File: src/rtl/alu_share_arbiter.sv
// Round-robin arbiter sharing one mode-selected ALU (a | b | a+b | a-b) among N requesters,
// with a single registered response port. Optional carry/borrow output: ALU_ARB_CARRY_EN.
module alu_share_arbiter #(
  parameter int N   = 4,
  parameter int W   = 10,
  parameter int IDW = 2
) (
  input  logic             clk,
  input  logic             reset,
  input  logic [N-1:0]     req_valid,
  input  logic [N*W-1:0]   req_a,
  input  logic [N*W-1:0]   req_b,
  input  logic [2*N-1:0]   req_mode,
  output logic [N-1:0]     req_ready,
  output logic             rsp_valid,
  input  logic             rsp_ready,
  output logic [IDW-1:0]   rsp_id,
  output logic [W-1:0]     rsp_y,
  output logic             rsp_is_zero
`ifdef ALU_ARB_CARRY_EN
  ,
  output logic             rsp_carry
`endif
);

  typedef enum logic {IDLE, HOLD} state_t;

  state_t         state_q, state_d;
  logic [IDW-1:0] ptr_q, ptr_d;
  logic [IDW-1:0] id_q, id_d;
  logic [W-1:0]   y_q, y_d;
  logic           z_q, z_d;
`ifdef ALU_ARB_CARRY_EN
  logic           c_q, c_d;
  logic           alu_c;
  logic [W:0]     sum, diff;
`else
  logic [W-1:0]   sum, diff;
`endif

  logic           open_win;
  logic           found;
  logic           hs;
  logic [N-1:0]   gnt_oh;
  logic [IDW-1:0] gnt_idx;
  int unsigned    idx;
  logic [W-1:0]   a_sel, b_sel, alu_y;
  logic [1:0]     m_sel;

  // Rotating priority search starting at ptr_q; first valid requester wins.
  always_comb begin
    open_win = (state_q == IDLE) || rsp_ready;
    found    = 1'b0;
    gnt_oh   = '0;
    gnt_idx  = '0;
    idx      = 0;
    for (int unsigned k = 0; k < N; k++) begin
      idx = (32'(ptr_q) + k) % N;
      if (!found && req_valid[idx]) begin
        found       = 1'b1;
        gnt_oh[idx] = 1'b1;
        gnt_idx     = IDW'(idx);
      end
    end
    hs        = found && open_win && !reset;
    req_ready = hs ? gnt_oh : '0;
  end

  always_comb begin
    a_sel = '0;
    b_sel = '0;
    m_sel = '0;
    for (int unsigned i = 0; i < N; i++) begin
      if (gnt_oh[i]) begin
        a_sel = req_a[i*W +: W];
        b_sel = req_b[i*W +: W];
        m_sel = req_mode[2*i +: 2];
      end
    end
`ifdef ALU_ARB_CARRY_EN
    // Extra MSB carries the carry-out of a+b and the borrow (a < b) of a-b.
    sum   = {1'b0, a_sel} + {1'b0, b_sel};
    diff  = {1'b0, a_sel} - {1'b0, b_sel};
    alu_c = 1'b0;
`else
    sum   = a_sel + b_sel;
    diff  = a_sel - b_sel;
`endif
    alu_y = a_sel;
    unique case (m_sel)
      2'b00: alu_y = a_sel;
      2'b01: alu_y = b_sel;
      2'b10: begin
        alu_y = sum[W-1:0];
`ifdef ALU_ARB_CARRY_EN
        alu_c = sum[W];
`endif
      end
      default: begin
        alu_y = diff[W-1:0];
`ifdef ALU_ARB_CARRY_EN
        alu_c = diff[W];
`endif
      end
    endcase
  end

  always_comb begin
    state_d = state_q;
    ptr_d   = ptr_q;
    id_d    = id_q;
    y_d     = y_q;
    z_d     = z_q;
`ifdef ALU_ARB_CARRY_EN
    c_d     = c_q;
`endif
    if (hs) begin
      state_d = HOLD;
      ptr_d   = IDW'((32'(gnt_idx) + 1) % N);
      id_d    = gnt_idx;
      y_d     = alu_y;
      z_d     = (alu_y == '0);
`ifdef ALU_ARB_CARRY_EN
      c_d     = alu_c;
`endif
    end else if (state_q == HOLD && rsp_ready) begin
      state_d = IDLE;
    end
  end

  always_ff @(posedge clk) begin
    if (reset) begin
      state_q <= IDLE;
      ptr_q   <= '0;
      id_q    <= '0;
      y_q     <= '0;
      z_q     <= 1'b1;
`ifdef ALU_ARB_CARRY_EN
      c_q     <= 1'b0;
`endif
    end else begin
      state_q <= state_d;
      ptr_q   <= ptr_d;
      id_q    <= id_d;
      y_q     <= y_d;
      z_q     <= z_d;
`ifdef ALU_ARB_CARRY_EN
      c_q     <= c_d;
`endif
    end
  end

  assign rsp_valid   = (state_q == HOLD);
  assign rsp_id      = id_q;
  assign rsp_y       = y_q;
  assign rsp_is_zero = z_q;
`ifdef ALU_ARB_CARRY_EN
  assign rsp_carry   = c_q;
`endif

endmodule
File: config.mk
export PLATFORM = sky130hd
export DESIGN_NAME = alu_share_arbiter
export DESIGN_NICKNAME = d
export VERILOG_FILES = /design/src/rtl/alu_share_arbiter.sv
export SDC_FILE = /design/constraint.sdc
export NUM_CORES = 1
export LEC_CHECK = 0
export BUFFER_PORTS_ARGS = -buffer_cell sky130_fd_sc_hd__buf_4
export CAP_MARGIN = 40
export CORE_MARGIN = 2
export CORE_UTILIZATION = 45
export CTS_BUF_LIST = sky130_fd_sc_hd__clkbuf_4 sky130_fd_sc_hd__clkbuf_8
export CTS_CLUSTER_SIZE = 40
export DETAILED_ROUTE_END_ITERATION = 10
export PLACE_DENSITY = 0.84
export SYNTH_ARGS = -nofsm -noshare
export SYNTH_HDL_FRONTEND = slang
export SYNTH_SLANG_ARGS = --single-unit
File: constraint.sdc
create_clock -name clk -period 6 [get_ports clk]
set_clock_uncertainty 0.1 [all_clocks]
set_input_delay 0.6 -clock clk [delete_from_list [all_inputs] [get_ports clk]]
set_output_delay 0.6 -clock clk [all_outputs]
set_load 0.1 [all_outputs]
# After elaboration in Yosys (flattened, before gate mapping)
# Index checks and enable logic that the tools add are counted.
dict set report classes {
  addsub 6
  n_lt_le_gt_ge 8
  eq_ne 2
  muxes 44
  bitwise_logic 4
  reduce_logical 18
}
# op n
set op_table {}
lappend op_table {{10-bit two-way mux} 8}
lappend op_table {{10-bit case mux with 3 select lines} 1}
lappend op_table {{4-bit two-way mux} 5}
lappend op_table {{2-bit two-way mux} 8}
lappend op_table {{1-bit two-way mux} 14}
lappend op_table {{2-bit by 3-bit less-than comparator with 1-bit output (second input constant)} 4}
lappend op_table {{4-bit bitwise OR} 3}
lappend op_table {{10-bit adder} 1}
lappend op_table {{1-bit logical AND} 10}
lappend op_table {{10-bit logical NOT} 1}
lappend op_table {{10-bit subtractor} 1}
lappend op_table {{1-bit binary-select mux with 2-bit select} 4}
lappend op_table {{1-bit demux with 2-bit select} 4}
lappend op_table {{2-bit by 1-bit >= comparator with 1-bit output (second input constant)} 4}
lappend op_table {{2-bit by 1-bit adder with 2-bit output (second input constant)} 2}
lappend op_table {{2-bit adder (second input constant)} 2}
lappend op_table {{1-bit logical NOT} 4}
lappend op_table {{2-bit by 1-bit equality test with 1-bit output (second input constant)} 1}
lappend op_table {{2-bit equality test (second input constant)} 1}
lappend op_table {{2-bit logical NOT} 1}
lappend op_table {{2-bit nonzero test} 1}
lappend op_table {{1-bit logical OR} 1}
lappend op_table {{1-bit inverter} 1}
dict set report totals {
  reg_bits 16
  input_bits 95
  word_cells 87
}

# Depth between registers and ports, before layout
dict set report logic_depth {
  depth_word 19
  ltp_mapped 29
}

# Worst setup path after synthesis
# OpenSTA, ideal clock, no wires.
dict set report synth_timing {
  path_kind {reg2reg}
  start {reg ptr_q[1]}
  end {reg z_q, in the netlist rsp_is_zero}
  setup_ns 0.101
  arrival_time_ns 6.026
  required_ns 5.799
  setup_slack_ns -0.227
  stages_incl_launch_ff 29
  synth_period_minus_slack_ns 6.227
  path_cell_list {dfxtp_1 > clkbuf_1 > inv_1 > ha_1 > buf_2 > mux2_2 > mux2i_1 > a221o_1 > a222oi_1 > buf_2 > or2_1 > a221o_1 > a22oi_1 > ha_1 > nand2_1 > o21ai_0 > ha_1 > a21o_1 > a21oi_1 > o21bai_1 > a21oi_1 > o21ai_0 > a31oi_1 > inv_1 > a211o_1 > o221a_2 > nand4_1 > o211ai_2 > o41ai_1}
}
dict set report synth_between {
  elab_chain_cells 19
  word_cells_on_any_way 69
  classes_between {5 x add/sub; 8 x order compare; 2 x eq/ne; 37 x mux; 3 x bitwise; 14 x reduce/logical}
}
# item line_no
set synth_rtl {}
lappend synth_rtl {{from (decl)} 29} ;# logic [IDW-1:0] ptr_q, ptr_d;
lappend synth_rtl {{from (signal assigned)} 143} ;# ptr_q <= ptr_d;
lappend synth_rtl {{parallel branches: the longest is 19 deep, another holds 2-bit by 3-bit less-than comparator with 1-bit output} -}
lappend synth_rtl {{to (signal assigned)} 146} ;# z_q <= z_d;
lappend synth_rtl {{to (decl)} 32} ;# logic z_q, z_d;
# Several ways; the timed one is not identified. The select of a mux whose other input is x is not followed.
# A chain may end at the register's enable or synchronous reset.

# Worst setup path after layout
dict set report layout_timing {
  start {reg ptr_q[0]}
  end {reg z_q, in the netlist rsp_is_zero}
}
# Same word-level chain as after synthesis.

==> reports/metrics.cfg <==
[outcome]
outcome = complete, no violations

[floorplan]
ioPinCount = 113
dieWidth_um = 80.96
dieArea_um2 = 6554
core_um2 = 5816
start_util_pct = 45.83
die_y_um = 80.96
num_rows = 28

[global_route]
grt_usage_pct = 27.18
grt_max_degree = 31
grt_pass1_wl_um = 14340
overflow = 0
grt_pass1_vias = 3180
antenna_found_initial = 0

[place]
gp_congestion = 0.8914
placed_cells = 548
portBuffers = 112
dp_hpwl_um = 7177

[logic_synthesis]
yosys-top-cells-count = nor2_1, a21oi_1, o21ai_0
yosys_most_used_dff = dfxtp_1
syn_area_um2 = 2665
synth.distinct_cells = 70
synth-xor-area-share_pct = 5.258
syn_nets = 470
synth_top_area_share_pct = 12.02
synth_top_cell_by_area = dfxtp_1
yosys_warnings = 0
synth_top_family_by_area = compound AO/OA/AOI/OAI gates
synthAdderAreaFrac_pct = 8.732
avgSynthCellArea_um2 = 7.465
ys_seq_area_share_pct = 12.02
yosys-mux-area-fraction_pct = 4.695
synth_compound_area_share_pct = 38.50
synth.most_common_cell = nor2_1
synth_edf_count = 0
synth_cells = 357
ys_seq_elements = 16
synthSimpleGateAreaFrac_pct = 25.40
synthArstFlopShare_pct = 0
synth.area.top_cells = dfxtp_1, ha_1, nor2_1, a21oi_1, o21ai_0

[routing]
viasPerCell = 6.083
vias = 3425
drt_iter0_drc = 231
post_drt_wl_per_cell_um = 16.74
first_pass_iters = 5
postRouteAntennaNets = 0
drc = 0
routed_wl_um = 9425

[clocking]
clock-sinks = 16
clk_pin_slew_worst_paths_ns = 0.06
cts_tree = yes
clockBufferDepth = 2
cts-buffers-inserted = 3
insertion_delay_ns = 0.25
root_buffer = clkbuf_8
cts.htree.levels = 1

[timing]
worstMarginPinSlew_ns = 0.6809
fin_crit_ns = 5.692
hold_violations = 0
tns_ns = 0
setup_viol = 0
slew_headroom_pct = 54.33
fin_crit_sh_pct = 94.87
hold_ws_ns = 0.3785
slew_violations = 0
timing.fmax_mhz = 175.7

[worst_setup_path]
worstSetupStartpointType = register
worst-path-max-fanout = 10
critPathRequiredTime_ns = 6.05
cp_slowest_cell = or3b_1
arrival_ns = 5.74
crit_type = reg -> reg
path_cells = inv_2 -> ha_4 -> or3b_1 -> a211oi_2 -> or2_1 -> buf_4 -> a22o_1 -> a211oi_1 -> a211oi_2 -> and2b_1 -> nor2_1 -> xnor2_1 -> ha_1 -> a21oi_2 -> o21bai_1 -> a21oi_2 -> o21ai_1 -> a31oi_2 -> inv_1 -> a211o_1 -> o221a_2 -> nand4_1 -> o211ai_2 -> o41ai_1
end_kind = register
cp_slowest_stage_delay_ns = 0.42

[layout]
n_antenna_cell = 0
num-fill-cells = 533
nNetsFinal = 602
layout-drive-gt1-share_pct = 38.11
syn_to_final_growth_pct = 47.23
stdcell_count = 563

[worst_hold_path]
hp-class = reg -> reg

[job]
maxCapViolCount = 0

[placed cells by master, fill, tap and decap left out, types with 11 or more instances in the layout]
cell type and n:
nor2_1 36, ha_1 16, a211oi_1 14, nand2_1 21
nand3_1 11, buf_4 146, a21oi_1 23, and2_1 13
o21ai_0 23, dfxtp_1 15
[stage by stage]
| step | setup slack [ns] | instance area [um^2] | utilization (%) |
|---|---|---|---|
| after global routing | -0.08274 | 3924 | 67.47 |
| after floorplan | 0.07717 | 2679 | - |
| after detailed placement | -0.1929 | 3697 | 63.58 |
| final | 0.3080 | 3924 | 67.47 |
| after CTS | 0.02561 | 3770 | 64.82 |
| after global placement | -0.05316 | 3697 | 63.58 |
[worst paths after layout]
path                  from           to  slack, ns  cells after the start
setup / recovery  ptr_q[0]  rsp_is_zero       0.31                     24
hold reg to reg   rsp_y[5]     rsp_y[5]       0.38                      2
setup reg to reg  ptr_q[0]  rsp_is_zero       0.31                     24
hold / removal    rsp_y[5]     rsp_y[5]       0.38                      2
[repair_timing]
| item | CTS | global route |
|---|---|---|
| resized for setup | 2 | 12 |
| cloned | 0 | 1 |
| hold endpoints to repair | 0 | 0 |
| pin swaps | 0 | 6 |
| setup endpoints to repair | 2 | 2 |
| hold buffers | 0 | 0 |
| buffers inserted | 0 | 10 |
[cells by family (layout without fill, tap and decap cells)]
family / after synthesis / after routing
AO/OA/AOI/OAI: 138 / 139
AND/OR/NAND/NOR: 129 / 129
buffers and inverters: 30 / 160
adder cells (fa/ha/maj): 18 / 18
XOR/XNOR: 16 / 16
flip-flops: 16 / 16
multiplexers: 10 / 10
[state kept, by name, indices dropped and copies added, names as in the netlist]
register and count:
rsp_y 10, ptr_q 2, rsp_id 2, rsp_is_zero 1
rsp_valid 1
[critical path, delay by kind of cell (launching register included)]
family	cells	cell delay [ns]
AO/OA/AOI/OAI	13	2.93
XOR/XNOR	1	0.13
adder cells (fa/ha/maj)	2	0.55
buffers and inverters	3	0.42
flip-flops	1	0.33
AND/OR/NAND/NOR	5	1.13
[final cells by class]
type	instances	area (um^2)	area share [%]
clock buffer	4	55.05	1.403
inverter	9	33.78	0.8610
multi-input combinational	312	2312	58.93
sequential	16	321.6	8.195
tap	75	93.84	2.392
timing repair buffer	147	1107	28.22
[routing by layer]
layer / up-vias / global-route usage [%] / wire length (um)
met2: 123 / 50.58 / 4980
met4: 0 / 6.780 / 194
met3: 24 / 3.556 / 519
met1: 1630 / 32.73 / 3731
li1: 1648 / - / -
met5: - / 0 / 0
Power is left out: the tool's default activity adds up to more than one toggle a clock period on the data nets, which glitch-free logic cannot reach.
